File: src/rtl/mac_pe_param.sv
// -----------------------------------------------------------------------------
// mac_pe_param
//
// Parametrised multiply-accumulate processing element for a systolic array.
// One instance per array cell. Activation and weight are forwarded right/down
// through registered ports; the arithmetic runs in one of two dataflow modes:
//
//   mode 0 (pass-sum)          : psum_out <= psum_in + act*wgt every active cycle
//   mode 1 (output-stationary) : a local accumulator collects act*wgt and is
//                                drained onto psum_out over a valid/ready
//                                handshake (double-buffered: accumulation goes
//                                on while a drained value waits downstream)
//
// Parameters
//   DATA_W   signed activation/weight width
//   ACC_W    signed accumulator / partial-sum width (>= 2*DATA_W+1)
//   SATURATE 1 = clamp on overflow, 0 = two's-complement wrap
//   CNT_W    zero-skip counter width
//
// Ports
//   clk, rst            clock, synchronous active-low reset
//   en, row_en, col_en  PE is active only when all three are 1;
//                       en alone also gates the operand forwarding
//   mode                0 = pass-sum, 1 = output-stationary (change under reset)
//   act_in, wgt_in      signed operands
//   act_out, wgt_out    registered forward of act_in / wgt_in
//   psum_in             upstream partial sum (mode 0)
//   psum_out            mode 0: registered sum; mode 1: drained accumulator
//   acc_clr, drain_req  mode 1 accumulator clear / drain request
//   out_valid, out_ready drain handshake (mode 1)
//   sat_flag            sticky overflow indicator
//   skip_cnt            saturating count of active cycles with a zero operand
// -----------------------------------------------------------------------------
module mac_pe_param #(
    parameter int DATA_W   = 8,
    parameter int ACC_W    = 24,
    parameter bit SATURATE = 1'b1,
    parameter int CNT_W    = 16
) (
    input  logic                     clk,
    input  logic                     rst,
    input  logic                     en,
    input  logic                     row_en,
    input  logic                     col_en,
    input  logic                     mode,
    input  logic signed [DATA_W-1:0] act_in,
    input  logic signed [DATA_W-1:0] wgt_in,
    output logic signed [DATA_W-1:0] act_out,
    output logic signed [DATA_W-1:0] wgt_out,
    input  logic signed [ACC_W-1:0]  psum_in,
    output logic signed [ACC_W-1:0]  psum_out,
    input  logic                     acc_clr,
    input  logic                     drain_req,
    output logic                     out_valid,
    input  logic                     out_ready,
    output logic                     sat_flag,
    output logic [CNT_W-1:0]         skip_cnt
);

    localparam int PROD_W = 2 * DATA_W;

    localparam logic signed [ACC_W-1:0] ACC_MAX = {1'b0, {(ACC_W-1){1'b1}}};
    localparam logic signed [ACC_W-1:0] ACC_MIN = {1'b1, {(ACC_W-1){1'b0}}};

    typedef enum logic {
        ST_ACC  = 1'b0,
        ST_HOLD = 1'b1
    } state_t;

    // -------------------------------------------------------------------------
    // Signed add with overflow detection.
    // Returns {overflow, result}. The sum is formed one bit wider so overflow
    // shows up as a disagreement of the two top bits; the wide sign bit tells
    // which rail to clamp to. With SATURATE=0 the low bits (the wrapped value)
    // are returned but overflow is still reported for the sticky flag.
    // -------------------------------------------------------------------------
    function automatic logic [ACC_W:0] sat_add(
        input logic signed [ACC_W-1:0] a,
        input logic signed [ACC_W-1:0] b
    );
        logic [ACC_W:0]   wide;
        logic             ovf;
        logic [ACC_W-1:0] res;
        wide = {a[ACC_W-1], a} + {b[ACC_W-1], b};
        ovf  = wide[ACC_W] ^ wide[ACC_W-1];
        res  = wide[ACC_W-1:0];
        if (ovf && SATURATE) begin
            res = wide[ACC_W] ? ACC_MIN : ACC_MAX;
        end
        return {ovf, res};
    endfunction

    // -------------------------------------------------------------------------
    // Registers
    // -------------------------------------------------------------------------
    logic signed [DATA_W-1:0] act_out_q, act_out_d;
    logic signed [DATA_W-1:0] wgt_out_q, wgt_out_d;
    logic signed [ACC_W-1:0]  psum_q,    psum_d;
    logic signed [ACC_W-1:0]  acc_q,     acc_d;
    logic                     out_valid_q, out_valid_d;
    logic                     sat_q,     sat_d;
    logic [CNT_W-1:0]         skip_q,    skip_d;
    state_t                   state_q,   state_d;

    // -------------------------------------------------------------------------
    // Datapath
    // -------------------------------------------------------------------------
    logic                     active;
    logic                     zero;
    logic signed [DATA_W-1:0] act_g;
    logic signed [DATA_W-1:0] wgt_g;
    logic signed [PROD_W-1:0] act_x;
    logic signed [PROD_W-1:0] wgt_x;
    logic signed [PROD_W-1:0] prod_full;
    logic signed [ACC_W-1:0]  prod_ext;
    logic signed [ACC_W-1:0]  add_term;
    logic signed [ACC_W-1:0]  acc_base;
    logic [ACC_W:0]           pass_res;
    logic [ACC_W:0]           acc_res;

    always_comb begin
        active = en & row_en & col_en;
        zero   = (act_in == '0) | (wgt_in == '0);

        // Operand gating: a zero operand keeps the multiplier inputs quiet,
        // which also makes the product exactly 0.
        act_g = zero ? '0 : act_in;
        wgt_g = zero ? '0 : wgt_in;

        // Multiply at full product width with explicitly sign-extended
        // operands, so no implicit width promotion is involved.
        act_x     = {{DATA_W{act_g[DATA_W-1]}}, act_g};
        wgt_x     = {{DATA_W{wgt_g[DATA_W-1]}}, wgt_g};
        prod_full = act_x * wgt_x;
        prod_ext  = {{(ACC_W-PROD_W){prod_full[PROD_W-1]}}, prod_full};

        // Mode 1 adder: the clear drops the old accumulator value but still
        // admits the current product. The same result serves as the next
        // accumulator value and as the drained value, so one adder suffices.
        add_term = active ? prod_ext : '0;
        acc_base = acc_clr ? '0 : acc_q;

        pass_res = sat_add(psum_in, prod_ext);
        acc_res  = sat_add(acc_base, add_term);
    end

    // -------------------------------------------------------------------------
    // Next-state logic
    // -------------------------------------------------------------------------
    always_comb begin
        act_out_d   = act_out_q;
        wgt_out_d   = wgt_out_q;
        psum_d      = psum_q;
        acc_d       = acc_q;
        out_valid_d = out_valid_q;
        sat_d       = sat_q;
        skip_d      = skip_q;
        state_d     = state_q;

        // Forwarding depends only on the global enable.
        if (en) begin
            act_out_d = act_in;
            wgt_out_d = wgt_in;
        end

        // Sparsity statistics, saturating at all-ones.
        if (active && zero && (skip_q != {CNT_W{1'b1}})) begin
            skip_d = skip_q + 1'b1;
        end

        if (!mode) begin
            // Pass-sum. A zero operand gives prod 0, so the sum is psum_in
            // exactly and cannot overflow.
            state_d     = ST_ACC;
            out_valid_d = 1'b0;
            if (active) begin
                psum_d = pass_res[ACC_W-1:0];
                sat_d  = sat_q | pass_res[ACC_W];
            end
        end else begin
            // Output-stationary. Accumulation continues in both states; when
            // inactive and not clearing, acc_res equals acc_q.
            acc_d = acc_res[ACC_W-1:0];
            sat_d = (acc_clr ? 1'b0 : sat_q) | acc_res[ACC_W];

            unique case (state_q)
                ST_ACC: begin
                    if (drain_req) begin
                        psum_d      = acc_res[ACC_W-1:0];
                        acc_d       = '0;
                        out_valid_d = 1'b1;
                        state_d     = ST_HOLD;
                    end
                end
                ST_HOLD: begin
                    // While the consumer stalls, drain_req is ignored and
                    // psum_out / out_valid hold.
                    if (out_ready) begin
                        if (drain_req) begin
                            // Back-to-back drain: reload and stay in HOLD.
                            psum_d = acc_res[ACC_W-1:0];
                            acc_d  = '0;
                        end else begin
                            out_valid_d = 1'b0;
                            state_d     = ST_ACC;
                        end
                    end
                end
                default: begin
                    state_d = ST_ACC;
                end
            endcase
        end
    end

    // -------------------------------------------------------------------------
    // State registers (synchronous active-low reset)
    // -------------------------------------------------------------------------
    always_ff @(posedge clk) begin
        if (!rst) begin
            act_out_q   <= '0;
            wgt_out_q   <= '0;
            psum_q      <= '0;
            acc_q       <= '0;
            out_valid_q <= 1'b0;
            sat_q       <= 1'b0;
            skip_q      <= '0;
            state_q     <= ST_ACC;
        end else begin
            act_out_q   <= act_out_d;
            wgt_out_q   <= wgt_out_d;
            psum_q      <= psum_d;
            acc_q       <= acc_d;
            out_valid_q <= out_valid_d;
            sat_q       <= sat_d;
            skip_q      <= skip_d;
            state_q     <= state_d;
        end
    end

    assign act_out   = act_out_q;
    assign wgt_out   = wgt_out_q;
    assign psum_out  = psum_q;
    assign out_valid = out_valid_q;
    assign sat_flag  = sat_q;
    assign skip_cnt  = skip_q;

endmodule

File: config.mk
export PLATFORM = sky130hd
export DESIGN_NAME = mac_pe_param
export DESIGN_NICKNAME = d
export VERILOG_FILES = /design/src/rtl/mac_pe_param.sv
export SDC_FILE = /design/constraint.sdc
export NUM_CORES = 1
export LEC_CHECK = 0
export ABC_AREA = 0
export BUFFER_PORTS_ARGS = -buffer_cell sky130_fd_sc_hd__buf_2
export CAP_MARGIN = 20
export CORE_MARGIN = 2
export CORE_UTILIZATION = 54
export DETAILED_ROUTE_END_ITERATION = 8
export PLACE_DENSITY = 0.87
export SYNTH_ARGS = -nofsm -noshare
export SYNTH_HDL_FRONTEND = slang
export SYNTH_SLANG_ARGS = --single-unit
File: constraint.sdc
create_clock -name clk -period 9.1 [get_ports clk]
set_input_delay 2.73 -clock clk [delete_from_list [all_inputs] [get_ports clk]]
set_output_delay 2.73 -clock clk [all_outputs]
set_load 0.005 [all_outputs]
==> results.env, run 1 <==
STATUS='finished, final reports clean'
CP_NUM_CELLS=32
RR_ENDPOINT='psum_out[19]$_SDFFE_PN0P_'
WORST-R2R-SETUP-SLACK_NS=5.30
DIE_X_UM=129.0
CRITICAL-PATH-TOP-DELAY-FAMILY='adder cells'
SYN_TO_FINAL_GROWTH_PCT=28.23
MAXUSEDROUTINGLAYER='met5'
VIAS=8294
MET3ROUTEDLENGTH_UM=2033
CLOCK_SKEW_NS=0.008406
P_SEQ_SHARE_PCT=9.2
R2R_START='acc_q[0]$_SDFFE_PN0P_'
CTS_BUFFERS=9
WORST-SLEW-PIN-TRANSITION_NS=1.009
WORSTSETUPSTARTPOINT='act_in[2]'
TOTAL_POWER_mW=5.013
CTS_TREE='done'
DRT-MET1-WL_UM=10280
DRT_PRE_ANTENNA_ITERS=7
SYN-MEAN-INSTANCE-AREA_UM2=8.327
SYNTH_COMMONEST_CELLS='sky130_fd_sc_hd__inv_1, sky130_fd_sc_hd__nor2_1, sky130_fd_sc_hd__dfxtp_1, sky130_fd_sc_hd__a21oi_1, sky130_fd_sc_hd__ha_1'
POWER_REPORT.INTERNAL_TOTAL_mW=2.677
CTS-ROOT-BUF='sky130_fd_sc_hd__clkbuf_16'
RELSLEWSLACK_PCT=30.98
PATH_COMMON_CELL='sky130_fd_sc_hd__fa_1'
YOSYS_WARNS=0
POWER.NET_SWITCHING_mW=2.335
WL_PER_CELL_UM=17.15
TIMING.CRITICAL_PATH.BUF_INV=5
SYNTH-MAIN-FF-CELL='sky130_fd_sc_hd__dfxtp_1'
CRITICAL_PATH_PEAK_FANOUT=8
MAPPEDNETLISTNETS=1197
POSTSYNTH.ASYNCRESETSHARE_PCT=0
HOLD_WS_NS=0.4563
GRT_SETUP_UNREPAIRED='yes'
ROUTE.DETAILED.VIAS_PER_INST=5.788
TIMING.FINAL.SETUP_VIOLATIONS=0
POWER_SWITCHING_SHARE_PCT=46.59
DRTANTENNAVIOLNETS=0
PLACE.DETAILED.HPWL_UM=18100
GRTUSAGETOTAL_PCT=28.31
FRACTION_OF_POST_SYNTHESIS_CELL_AREA_IN_THE_TOP_CELL_TYPE_BY_AREA_PCT=19.68
PORT_BUFFERS=106
GRT_ANTENNA_BEFORE_REPAIR=1
WORST_SKEW_PAIR.LATE_LATENCY_NS=0.35
DETAIL_ROUTE.DRC_VIOLATIONS=0
CRITICAL_PATH.MAX_STAGE_DELAY_NS=0.51
CLOCKBUFFERDEPTH=2
DR_WL_MET2_UM=11610
SYNTH.MOST_COMMON_CELL='sky130_fd_sc_hd__inv_1'
MAXSLEWVIOLCOUNT=0
VIAS_IN_THE_FIRST_GLOBAL_ROUTE=8105
PLACE_WS_NS=-0.4245
RR_WORST_DEPTH=16
DRV.MAX_CAP_VIOLATION_COUNT=0
CRITPATHSLOWESTCELL='sky130_fd_sc_hd__fa_1'
PORTION_OF_TOTAL_POWER_ATTRIBUTED_TO_THE_CLOCK_NETWORK_PCT=7.6
NUM_ANTENNA_CELLS=0
FINAL.PERIOD_UTILIZATION_PCT=99.08
SEQ_AREA_FRAC_SYNTH_PCT=19.68
FIN_WS_NS=0.08353
CRITPATHCAPTURETYPE='flop'
DP_CELLS=1407
BOUNDARYPINS=107
POWER.DENSITY_CELL_AREA_mW_PER_MM2=463.0
CLK_PIN_SLEW_NS=0.06
COMB_POWER_SHARE_PCT=83.2
GLOBALPLACE.CONGESTION=0.9025
SYNTH.TOP_CELLS.BY_AREA='sky130_fd_sc_hd__dfxtp_1, sky130_fd_sc_hd__fa_1, sky130_fd_sc_hd__ha_1'
START_UTIL_PCT=55.33
YOSYSUNIQUECELLTYPES=74
SYNTH-EDFF-COUNT=0
SYNTH-SEQ-CELLS=83
CRITICAL_PATH_CLASS='in2reg'
POST_CTS_HOLD_BUFFER_COUNT=0
AREA_OF_THE_CORE_MM2=0.01526
GRT_MAX_DEGREE=49
GRT_FIRST_PASS_WIRELENGTH_UM=37760
LAYOUT.NETS=1400
DATA_REQUIRED_TIME_OF_THE_CRITICAL_PATH_NS=9.34
CORE.ROWCOUNT=45
HOLD_VIOLATIONS=0
POST_LAYOUT_NONFILLER_INSTANCES=1433
MAPPEDNETLISTAREA_MM2=0.008443
IR_DROP_mV=0.3780
FINAL_LAYOUT_SIZE_SUFFIX_GT1_SHARE_PCT=27.09
WORSTHOLDPATHTYPE='reg2reg'
CRITICAL_PATH_ENDPOINT='psum_out[11]$_SDFFE_PN0P_'
DIE_H_UM=129.0
NUMBER_OF_VIOLATIONS_REPORTED_AT_THE_END_OF_DETAILED_ROUTING_ITERATION_0=532
DEEPEST_LEVEL_OF_THE_CTS_H_TREE=3
SYNTH_LARGEST_AREA_CELL='sky130_fd_sc_hd__dfxtp_1'
DIE_AREA_MM2=0.01665
CP.ARRIVAL_NS=9.26
FINALWORSTPATHREQUIREDPERIOD_NS=9.016
NETLIST_INSTANCES=1014
GLOBALROUTE.TOTALOVERFLOW=0
CTS.SINKS=83
ACHIEVABLE-FREQUENCY_MHz=110.9
POWER_LEAKAGE_nW=5.285
CRITICAL_PATH_SOURCE_TYPE='input port'
WIRELENGTH_UM=24570
[routing by layer]
| metal | up-vias | track usage [%] |
|---|---|---|
| li1 | 3901 | - |
| met5 | - | 0 |
| met3 | 69 | 5.120 |
| met4 | 2 | 10.17 |
| met1 | 3955 | 35.91 |
| met2 | 367 | 48.55 |
[cell usage in the layout, fill, tap and decap left out, types with 19 or more instances in the layout]
cell	n
sky130_fd_sc_hd__ha_1	67
sky130_fd_sc_hd__a21o_1	21
sky130_fd_sc_hd__xor2_1	27
sky130_fd_sc_hd__nor2_1	81
sky130_fd_sc_hd__mux2i_1	19
sky130_fd_sc_hd__fa_1	57
sky130_fd_sc_hd__nor2b_1	36
sky130_fd_sc_hd__inv_1	93
sky130_fd_sc_hd__a21oi_1	60
sky130_fd_sc_hd__buf_2	103
sky130_fd_sc_hd__nand2_1	62
sky130_fd_sc_hd__and2_1	52
sky130_fd_sc_hd__dfxtp_1	83
sky130_fd_sc_hd__buf_4	114
sky130_fd_sc_hd__xnor2_1	35
sky130_fd_sc_hd__o21ai_0	33
[logic make-up after synthesis]
group	after synthesis	share of synthesized area, %
buffers and inverters	135	6.120
adder cells (fa/ha/maj)	137	25.28
multiplexers	21	2.519
flip-flops	83	19.68
AO/OA/AOI/OAI	261	20.79
XOR/XNOR	66	6.935
AND/OR/NAND/NOR	311	18.67
[sequential cells by signal, indices dropped and copies added (netlist names)]
register,count
act_out,8
acc_q,24
state_q,1
wgt_out,8
psum_out,24
skip_cnt,16
out_valid,1
sat_flag,1
[worst min-delay path: cells and delay by family, from the launching register on]
family / cells / cell delay, ns
flip-flops: 1 / 0.32
AND/OR/NAND/NOR: 1 / 0.05
AO/OA/AOI/OAI: 1 / 0.05
[area by class of cell]
type,count,area [um2]
Multi-Input combinational cell,798,6699
Inverter,96,365.4
Fill cell,1072,4432
Tap cell,211,264.0
Clock inverter,7,83.83
Clock buffer,9,225.2
Sequential cell,83,1662
Timing Repair Buffer,229,1528
[repair_timing]
action | CTS | global route
resized for setup | 5 | 72
endpoints found under the setup margin | 13 | 48
pin swaps | 1 | 31
cloned | 0 | 3
buffers inserted | 0 | 6
hold endpoints to repair | 0 | 0
[how the worst min path moves through the flow]
stage | from | endpoint | slack, ns | cells past startpoint
2_1_floorplan | acc_q[23]$_SDFFE_PN0P_ | acc_q[23]$_SDFFE_PN0P_ | 0.44 | 2
3_3_place_gp | psum_out[20]$_SDFFE_PN0P_ | psum_out[20]$_SDFFE_PN0P_ | 0.43 | 2
3_5_place_dp | psum_out[17]$_SDFFE_PN0P_ | psum_out[17]$_SDFFE_PN0P_ | 0.44 | 2
4_1_cts | psum_out[17]$_SDFFE_PN0P_ | psum_out[17]$_SDFFE_PN0P_ | 0.46 | 2
5_1_grt | psum_out[17]$_SDFFE_PN0P_ | psum_out[17]$_SDFFE_PN0P_ | 0.47 | 2
6_report | psum_out[21]$_SDFFE_PN0P_ | psum_out[21]$_SDFFE_PN0P_ | 0.46 | 2
[power groups by stage]
stage                     combinational (mW)  sequential (mW)  clock (mW)
after floorplan                         2.32            0.464           0
after global placement                  3.55            0.466           0
after detailed placement                3.65            0.468           0
after CTS                               3.69            0.461       0.384
after global routing                    4.53            0.468       0.399
final                                   4.17            0.463       0.381
[through the flow]
step,utilization [%],cell area [um2],setup TNS (ns)
floorplan,-,8602,-0.1446
global placement,66.21,10100,-8.604
detailed placement,66.21,10100,-13.96
CTS,68.36,10430,0
global route,70.96,10830,-2.748
finish,70.96,10830,0
Power figures use the tool's default switching activity.
==> inputs of run 2 (changes only) <==
--- a/config.mk
+++ b/config.mk
@@ -9,9 +9,9 @@
 export BUFFER_PORTS_ARGS = -buffer_cell sky130_fd_sc_hd__buf_2
 export CAP_MARGIN = 20
 export CORE_MARGIN = 2
-export CORE_UTILIZATION = 54
+export CORE_UTILIZATION = 65
 export DETAILED_ROUTE_END_ITERATION = 8
-export PLACE_DENSITY = 0.87
+export PLACE_DENSITY = 0.95
 export SYNTH_ARGS = -nofsm -noshare
 export SYNTH_HDL_FRONTEND = slang
 export SYNTH_SLANG_ARGS = --single-unit
==> constraint.sdc (replaced) <==
create_clock -name clk -period 11.6 [get_ports clk]
set_input_delay 3.48 -clock clk [delete_from_list [all_inputs] [get_ports clk]]
set_output_delay 3.48 -clock clk [all_outputs]
set_load 0.005 [all_outputs]
==> run 2 against run 1 <==
Against the previous run: worst hold slack got worse by 0.0073 ns; first-iteration DRC count is 33% higher; non-clock buffer count shrank 120; core utilization increased by 3.0 points; power shrank 41%; clock-buffer cell count grew 3; clock skew shrank 0.00078 ns; sequential share of layout area is 2.4 points higher; sequential cell count stayed put; critical path type unchanged; critical endpoint is now psum_out[18]$_SDFFE_PN0P_; highest routed layer is now met4.
==> results.env, run 2 (same netlist as run 1, synthesis figures left out) <==
CLOCK_SKEW_NS=0.007623
POWER.NET_SWITCHING_mW=1.492
DRV.MAX_CAP_VIOLATION_COUNT=0
FINALWORSTPATHREQUIREDPERIOD_NS=10.89
LEADING_CELL_TYPE_IN_THE_LAYOUT_FILL_AND_TAPS_EXCLUDED='sky130_fd_sc_hd__buf_2'
FINAL.PERIOD_UTILIZATION_PCT=93.85
COMB_POWER_SHARE_PCT=77.3
ROUTE.DETAILED.VIAS_PER_INST=6.091
GRT_ANTENNA_BEFORE_REPAIR=0
DRT_PRE_ANTENNA_ITERS=6
POWER.DENSITY_CELL_AREA_mW_PER_MM2=316.8
POST_CTS_BUFFERS=0
ACHIEVABLE-FREQUENCY_MHz=91.86
CRITICAL_PATH_CLASS='in2reg'
GRT_SETUP_UNREPAIRED='no'
TIMING.FINAL.SETUP_VIOLATIONS=0
LAYOUT.NETS=1278
CLK_PIN_SLEW_NS=0.06
BOUNDARYPINS=107
WL_PER_CELL_UM=17.76
FIN_TNS_SETUP_NS=0
CTS-ROOT-BUF='sky130_fd_sc_hd__clkbuf_16'
CRITPATHSLOWESTCELL='sky130_fd_sc_hd__fa_1'
GLOBALPLACE.CONGESTION=0.9150
CTS.SINKS=83
FINAL_CELL_MIX='sky130_fd_sc_hd__buf_2, sky130_fd_sc_hd__inv_1, sky130_fd_sc_hd__nor2_1, sky130_fd_sc_hd__dfxtp_1, sky130_fd_sc_hd__a21oi_1'
WIRELENGTH_UM=22600
CTS_BUFFERS=9
HOLD_WS_NS=0.4489
DIE_H_UM=118.0
POWER_SWITCHING_SHARE_PCT=50.24
CLOCKBUFFERDEPTH=2
CRITPATHCAPTURETYPE='flop'
GRT_FIRST_PASS_WIRELENGTH_UM=37540
IR_DROP_mV=0.2404
POST_CTS_HOLD_BUFFER_COUNT=0
PORTION_OF_TOTAL_POWER_ATTRIBUTED_TO_THE_CLOCK_NETWORK_PCT=10.5
VIAS=7748
GRT_MAX_DEGREE=49
CRITICAL_PATH_SOURCE_TYPE='input port'
WORSTHOLDPATHTYPE='reg2reg'
START_UTIL_PCT=66.63
DRTANTENNAVIOLNETS=0
RELSLEWSLACK_PCT=41.32
CRITICAL-PATH-TOP-DELAY-FAMILY='compound AO/OA/AOI/OAI gates'
MAXSLEWVIOLCOUNT=0
SYN_TO_FINAL_GROWTH_PCT=11.04
AREA_OF_THE_CORE_MM2=0.01267
DIE_X_UM=118.0
DIE_AREA_MM2=0.01392
DETAIL_ROUTE.DRC_VIOLATIONS=0
POWER_LEAKAGE_nW=4.633
WORST-SLEW-PIN-TRANSITION_NS=0.8580
GRTUSAGETOTAL_PCT=33.18
FINAL_LAYOUT_SIZE_SUFFIX_GT1_SHARE_PCT=13.18
POWER_REPORT.INTERNAL_TOTAL_mW=1.478
PLACE.DETAILED.HPWL_UM=17240
CTS_TREE='done'
CORE.ROWCOUNT=41
POST_CTS_RESIZED=0
DEEPEST_LEVEL_OF_THE_CTS_H_TREE=3
NUM_ANTENNA_CELLS=0
TIMING.CRITICAL_PATH.BUF_INV=4
P_SEQ_SHARE_PCT=12.2
CP.ARRIVAL_NS=11.09
PATH_COMMON_CELL='sky130_fd_sc_hd__a21oi_1'
CRITICAL_PATH.MAX_STAGE_DELAY_NS=0.50
PORT_BUFFERS=106
CRITICAL_PATH_PEAK_FANOUT=11
STATUS='finished, final reports clean'
DATA_REQUIRED_TIME_OF_THE_CRITICAL_PATH_NS=11.81
GLOBALROUTE.TOTALOVERFLOW=0
HOLD_VIOLATIONS=0
VIAS_IN_THE_FIRST_GLOBAL_ROUTE=7781
WORST_SKEW_PAIR.LATE_LATENCY_NS=0.35
NUMBER_OF_VIOLATIONS_REPORTED_AT_THE_END_OF_DETAILED_ROUTING_ITERATION_0=705
[run 2: path summary, 6_finish.rpt]
check	start	endpoint	slack (ns)	depth (start not counted)
setup / recovery	act_in[7]	psum_out[18]$_SDFFE_PN0P_	0.71	33
hold / removal	psum_out[21]$_SDFFE_PN0P_	psum_out[21]$_SDFFE_PN0P_	0.45	2
setup reg to reg	acc_q[0]$_SDFFE_PN0P_	psum_out[18]$_SDFFE_PN0P_	7.24	15
hold reg to reg	psum_out[21]$_SDFFE_PN0P_	psum_out[21]$_SDFFE_PN0P_	0.45	2
[run 2: power groups by stage]
stage / sequential, mW / clock, mW / combinational, mW
after floorplan: 0.364 / 0 / 1.77
after global placement: 0.364 / 0 / 2.16
after detailed placement: 0.366 / 0 / 2.23
after CTS: 0.360 / 0.313 / 2.25
after global routing: 0.366 / 0.323 / 2.57
final: 0.362 / 0.312 / 2.30
[run 2: tightest hold or removal path: cells and delay by family (launching register included)]
kind / cells / cell delay (ns)
DFF: 1 / 0.32
and+or+nand+nor: 1 / 0.05
AOI/OAI and AO/OA: 1 / 0.05
[run 2: layer usage]
metal  vias up  wire [um]  global-route usage (%)
li1       3631          -                       -
met1      3645       9227                   41.13
met2       392      10520                   55.74
met3        80       1922                   7.461
met4         0        925                   13.78
met5         -          0                       0
[run 2: metrics by stage]
step	total power [mW]	setup slack, ns	utilization, %	cells	area [um2]
2_1_floorplan	2.130	1.367	-	1014	8443
3_3_place_gp	2.528	0.7563	71.40	1255	9047
3_5_place_dp	2.594	0.4763	71.40	1255	9047
4_1_cts	2.925	0.8339	73.93	1271	9368
5_1_grt	3.255	0.1304	73.99	1272	9375
6_report	2.970	0.7138	73.99	1272	9375
[run 2: layout make-up]
class,count,area (um2)
repair buffers,109,553.0
fillers,885,3296
clock buffers,12,246.5
clock inverters,4,73.82
flip-flops and latches,83,1662
inverters,96,360.3
well taps,172,215.2
multi-input cells,796,6265
